===== config.mk =====
export PLATFORM = sky130hd
export DESIGN_NAME = bin2bcd_seq
export DESIGN_NICKNAME = d
export VERILOG_FILES = /design/src/rtl/bin2bcd_seq_pkg.sv /design/src/rtl/bin2bcd_seq_digit_adj.sv /design/src/rtl/bin2bcd_seq.sv
export SDC_FILE = /design/constraint.sdc
export NUM_CORES = 1
export LEC_CHECK = 0
export ABC_AREA = 1
export CAP_MARGIN = 20
export CORE_MARGIN = 3
export CORE_UTILIZATION = 60
export CTS_CLUSTER_DIAMETER = 200
export DETAILED_ROUTE_END_ITERATION = 8
export PLACE_DENSITY = 0.86
export SETUP_SLACK_MARGIN = 0.05
export SYNTH_ARGS = -nofsm -noshare
export SYNTH_HDL_FRONTEND = slang
export SYNTH_HIERARCHICAL = 1
export SYNTH_SLANG_ARGS = --single-unit

===== constraint.sdc =====
create_clock -name clk -period 3.4 [get_ports clk]
set_input_delay 0.68 -clock clk [delete_from_list [all_inputs] [get_ports clk]]
set_output_delay 0.68 -clock clk [all_outputs]
set_load 0.01 [all_outputs]

===== src/rtl/bin2bcd_seq_pkg.sv =====
// -----------------------------------------------------------------------------
// bin2bcd_seq_pkg
// Shared definitions for the sequential binary-to-BCD converter:
//   - FSM state encoding (IDLE / SHIFT / DONE)
//   - BCD digit width
//   - double-dabble adjust threshold and increment
// No ports (package).
// -----------------------------------------------------------------------------
package bin2bcd_seq_pkg;

  typedef enum logic [1:0] {
    ST_IDLE  = 2'd0,
    ST_SHIFT = 2'd1,
    ST_DONE  = 2'd2
  } state_t;

  localparam int DIGIT_W = 4;

  // A digit of 5 or more would reach 10 or more after the next left shift,
  // so it is pre-corrected by +3 so that the shift carries into the next digit.
  localparam logic [DIGIT_W-1:0] ADJ_THRESH = 4'd5;
  localparam logic [DIGIT_W-1:0] ADJ_ADD    = 4'd3;

endpackage


===== src/rtl/bin2bcd_seq_digit_adj.sv =====
// -----------------------------------------------------------------------------
// bcd_digit_adj
// Combinational double-dabble correction for one BCD digit:
//   o_digit = (i_digit >= 5) ? i_digit + 3 : i_digit
// Ports:
//   i_digit  in   4  scratch digit before the shift
//   o_digit  out  4  corrected digit
// -----------------------------------------------------------------------------
module bcd_digit_adj
  import bin2bcd_seq_pkg::*;
(
  input  logic [DIGIT_W-1:0] i_digit,
  output logic [DIGIT_W-1:0] o_digit
);

  assign o_digit = (i_digit >= ADJ_THRESH) ? (i_digit + ADJ_ADD) : i_digit;

endmodule


===== src/rtl/bin2bcd_seq.sv =====
// -----------------------------------------------------------------------------
// bin2bcd_seq
// Sequential (shift-and-add-3) binary to packed-BCD converter with a
// leading-zero mask for seven-segment blanking.
//
// Parameters:
//   BIN_W   binary input width (default 21)
//   DIGITS  BCD digits produced (default 8); the pairing must satisfy
//           10**DIGITS > 2**BIN_W, otherwise the top of the result is lost
//           silently (no overflow flag exists).
//
// Ports:
//   clk      in   1          clock, rising edge
//   rst      in   1          asynchronous reset, active low
//   start    in   1          conversion request, sampled only in IDLE
//   bin      in   BIN_W      value captured on the accepted start edge
//   busy     out  1          high in SHIFT and DONE
//   done     out  1          one-cycle completion pulse (DONE state)
//   bcd      out  4*DIGITS   result, digit 0 in [3:0], held between completions
//   lz_mask  out  DIGITS     bit i set when digit i is significant; bit 0 always set
//
// Optional feature, macro BIN2BCD_AUTO_EN:
//   when defined, in IDLE a bin value that differs from the last captured one
//   starts a conversion as if start were pulsed.
//
// Timing: start accepted at edge k, shifts on edges k+1..k+BIN_W, result
// loaded and DONE entered at edge k+BIN_W+1, back to IDLE one edge later.
//
// state  | meaning
// -------+-----------------------------------------------------------
// IDLE   | waiting for start (or auto trigger); outputs hold last result
// SHIFT  | BIN_W adjust+shift steps, then one step to publish the result
// DONE   | result visible on bcd/lz_mask, done pulse high for one cycle
// -----------------------------------------------------------------------------
module bin2bcd_seq
  import bin2bcd_seq_pkg::*;
#(
  parameter int BIN_W  = 21,
  parameter int DIGITS = 8
) (
  input  logic                      clk,
  input  logic                      rst,
  input  logic                      start,
  input  logic [BIN_W-1:0]          bin,
  output logic                      busy,
  output logic                      done,
  output logic [DIGIT_W*DIGITS-1:0] bcd,
  output logic [DIGITS-1:0]         lz_mask
);

  localparam int CNT_W  = $clog2(BIN_W + 1);
  localparam int SCR_W  = DIGIT_W * DIGITS;
  localparam int PAIR_W = SCR_W + BIN_W;

  state_t             r_state;
  state_t             w_state_nxt;
  logic [BIN_W-1:0]   r_bin_sr;
  logic [SCR_W-1:0]   r_scratch;
  logic [SCR_W-1:0]   w_scratch_adj;
  logic [PAIR_W-1:0]  w_pair_shl;
  logic [CNT_W-1:0]   r_cnt;
  logic [SCR_W-1:0]   r_bcd;
  logic [DIGITS-1:0]  r_lz;
  logic [DIGITS-1:0]  w_lz;
  logic               w_any_above;
  logic               w_trigger;
  logic               w_capture;
  logic               w_shift;
  logic               w_finish;

  // ---------------------------------------------------------------------------
  // Per-digit add-3 correction on the current scratch value
  // ---------------------------------------------------------------------------
  for (genvar g = 0; g < DIGITS; g++) begin : g_adj
    bcd_digit_adj u_adj (
      .i_digit (r_scratch[g*DIGIT_W +: DIGIT_W]),
      .o_digit (w_scratch_adj[g*DIGIT_W +: DIGIT_W])
    );
  end

  // Corrected scratch and binary shifted left as one register pair; the
  // binary MSB lands in the LSB of digit 0.
  assign w_pair_shl = {w_scratch_adj, r_bin_sr} << 1;

  // ---------------------------------------------------------------------------
  // Conversion trigger
  // ---------------------------------------------------------------------------
`ifdef BIN2BCD_AUTO_EN
  logic [BIN_W-1:0] r_last;

  assign w_trigger = start | (bin != r_last);

  always_ff @(posedge clk or negedge rst) begin
    if (!rst) begin
      r_last <= '0;
    end else if (w_capture) begin
      r_last <= bin;
    end
  end
`else
  assign w_trigger = start;
`endif

  // ---------------------------------------------------------------------------
  // FSM
  // ---------------------------------------------------------------------------
  always_ff @(posedge clk or negedge rst) begin
    if (!rst) begin
      r_state <= ST_IDLE;
    end else begin
      r_state <= w_state_nxt;
    end
  end

  always_comb begin
    w_state_nxt = r_state;
    w_capture   = 1'b0;
    w_shift     = 1'b0;
    w_finish    = 1'b0;
    busy        = 1'b0;
    done        = 1'b0;
    case (r_state)
      ST_IDLE: begin
        if (w_trigger) begin
          w_capture   = 1'b1;
          w_state_nxt = ST_SHIFT;
        end
      end
      ST_SHIFT: begin
        busy = 1'b1;
        if (r_cnt != '0) begin
          w_shift = 1'b1;
        end else begin
          w_finish    = 1'b1;
          w_state_nxt = ST_DONE;
        end
      end
      ST_DONE: begin
        busy        = 1'b1;
        done        = 1'b1;
        w_state_nxt = ST_IDLE;
      end
      default: begin
        w_state_nxt = ST_IDLE;
      end
    endcase
  end

  // ---------------------------------------------------------------------------
  // Shift-step down-counter: loaded with BIN_W on capture, the conversion
  // publishes once it reaches terminal count zero.
  // ---------------------------------------------------------------------------
  always_ff @(posedge clk or negedge rst) begin
    if (!rst) begin
      r_cnt <= '0;
    end else if (w_capture) begin
      r_cnt <= CNT_W'(BIN_W);
    end else if (w_shift) begin
      r_cnt <= r_cnt - 1'b1;
    end
  end

  // ---------------------------------------------------------------------------
  // Scratch / binary shift pair
  // ---------------------------------------------------------------------------
  always_ff @(posedge clk or negedge rst) begin
    if (!rst) begin
      r_bin_sr  <= '0;
      r_scratch <= '0;
    end else if (w_capture) begin
      r_bin_sr  <= bin;
      r_scratch <= '0;
    end else if (w_shift) begin
      r_scratch <= w_pair_shl[PAIR_W-1:BIN_W];
      r_bin_sr  <= w_pair_shl[BIN_W-1:0];
    end
  end

  // ---------------------------------------------------------------------------
  // Leading-zero mask of the finished scratch: a digit is significant when it
  // or any digit above it is non-zero.  Digit 0 always shows.
  // ---------------------------------------------------------------------------
  always_comb begin
    w_lz        = '0;
    w_any_above = 1'b0;
    for (int i = DIGITS - 1; i >= 0; i--) begin
      w_any_above = w_any_above | (|r_scratch[i*DIGIT_W +: DIGIT_W]);
      w_lz[i]     = w_any_above;
    end
    w_lz[0] = 1'b1;
  end

  // Outputs only move on the publish edge, so scratch values never leak out.
  always_ff @(posedge clk or negedge rst) begin
    if (!rst) begin
      r_bcd <= '0;
      r_lz  <= DIGITS'(1);
    end else if (w_finish) begin
      r_bcd <= r_scratch;
      r_lz  <= w_lz;
    end
  end

  assign bcd     = r_bcd;
  assign lz_mask = r_lz;

endmodule


==> results.ini <==
[yosys]
netlist_instances=597
synth_area_sq_um=5120
synth_nets=642
yosys_warnings=6
avgSynthCellArea_sq_um=8.58

[hold_path]
hold_class=in2async

[sta]
hold_viol=0
drv_slew=0
rsz0062_at_grt=false
worst_slew_margin_rel=0.372
setup_viol=0
period_share=0.683
tightest_slew_ns=0.940
finClkSkew_ns=0.0125
setup_tns_ns=0
fmax_mhz=430
post-route-min-period_ns=2.32

[cells_and_area]
area_growth_pct=16.5
final_area_sq_um=5970
final_cells=766
nNetsFinal=701
fin_util=0.723
n_fill_cell=648
drive_gt1_frac=0.118
diodes=0

[placed_design]
place_area_sq_um=5770
routabilityCongestion=0.787
place_inst=750
port_buffers=64
place_hpwl_mm=7.49

[floorplanning]
initial_utilization=0.620
dieArea_sq_um=9680
dieHeight_microns=98.4
ios=66
core_sq_um=8260
die_x_microns=98.4
row_count=33

[setup_path]
start_kind=register
path_class=reg2out
critical_path.max_fanout=4
crit_path_end_kind=primary output
cp.required_ns=2.72
worstPathArrival_ns=1.64

[routing]
route.vias.total=4162
wl_met2_mm=5.54
drc=0
dr_wl_met3_microns=542
wl_met1_mm=4.68
drt-total-wl_mm=11.0
dr.pass1.iters=5
routedWlPerCell_microns=14.3
drt-initial-drc-count=222
highest_layer=met4
ant_nets=0
via_per_inst=5.43

[global_route]
grt_pass1_wl_mm=18.9
grt_usage=0.240
overflow=0
grt_pass1_vias=4021
grt_max_degree=62
antenna_found_initial=0

[clock_network]
post_cts_buffers=0
cts-resized-gates=0
cts_sinks=99
clk_pin_slew_ns=0.10
cts_made_buffers=9
cts_tree=built
hold_buffers=0
clk_path_buf_depth=2
clk_latency_ns=0.38
cts_max_level=3
clockRootBuffer=clkbuf_8

[pwr]
ir_drop_v=0.000788
leakage_nw=2.74
finalPower_mw=3.08
powerDensity_nw_per_um2=517

[outcome]
outcome=finished, final reports clean

[job]
cap_viol_max_count=0

critical path: stages, from the launching register on:
cell and delay (ns):
dfrtp_1 0.36, inv_1 0.09, ha_1 0.29, clkdlybuf4s50_1 0.53
through the flow:
step	worst slack [ns]	hold slack [ns]
detailed placement	0.957	0.458
global placement	1.02	0.455
global route	1.01	0.396
finish	1.08	0.341
CTS	1.06	0.365
floorplan	1.91	0.384
routing by layer:
metal / track usage / up-vias
li1: - / 2019
met1: 0.316 / 2003
met2: 0.401 / 122
met3: 0.0450 / 18
met4: 0.0851 / 0
met5: 0 / -
cell type report:
cell class	instances	area, sq um	area share
Clock buffer	11	141	0.0237
Clock inverter	5	62.6	0.0105
Inverter	73	277	0.0463
Multi-Input combinational cell	405	2210	0.371
Sequential cell	99	2480	0.415
Tap cell	105	131	0.0220
Timing Repair Buffer	68	668	0.112
power by group:
part	internal (mW)	switching, mW	total, mW
registers	1.35	0.106	1.46
logic	0.294	0.550	0.844
clock network	0.363	0.417	0.780
worst paths after layout:
| check | cells after the start | slack [ns] | end | startpoint |
|---|---|---|---|---|
| min in group clk | 2 | 0.48 | lz_mask[7] | lz_mask[7] |
| min | 1 | 0.34 | bcd[3] | rst |
| max | 3 | 1.08 | busy | r_state[1] |
| min reg2reg | 2 | 0.48 | lz_mask[7] | lz_mask[7] |
| max reg2reg | 7 | 1.26 | bcd[29] | r_state[1] |
| max in group asynchronous | 2 | 2.24 | bcd[29] | rst |
placed cells by master (no fill, tap or decap), types with 2 or more instances in the layout:
cell type        count
nor2_1              35
o21ai_0             46
nand2_1            180
nor2_4              18
inv_2               11
clkinv_4             2
clkinvlp_4           2
inv_1               61
nor3_1               3
clkdlybuf4s50_1     63
o22ai_1              2
buf_4                5
o21ai_1             21
clkbuf_8            10
nand3_1             14
ha_1                21
nand2_4              2
a21oi_1              2
nand2_2              8
a21oi_2              7
o211ai_1             4
o21ai_2              8
a22o_1              12
a22oi_1             14
dfrtp_1             99
nor4_1               2
registers in the layout (all words and copies together), names as in the netlist:
signal / cells
bcd: 32
lz_mask: 7
r_state: 2
r_bin_sr: 21
r_scratch: 32
r_cnt: 5
No activity file was read; power rests on OpenSTA's default activity.
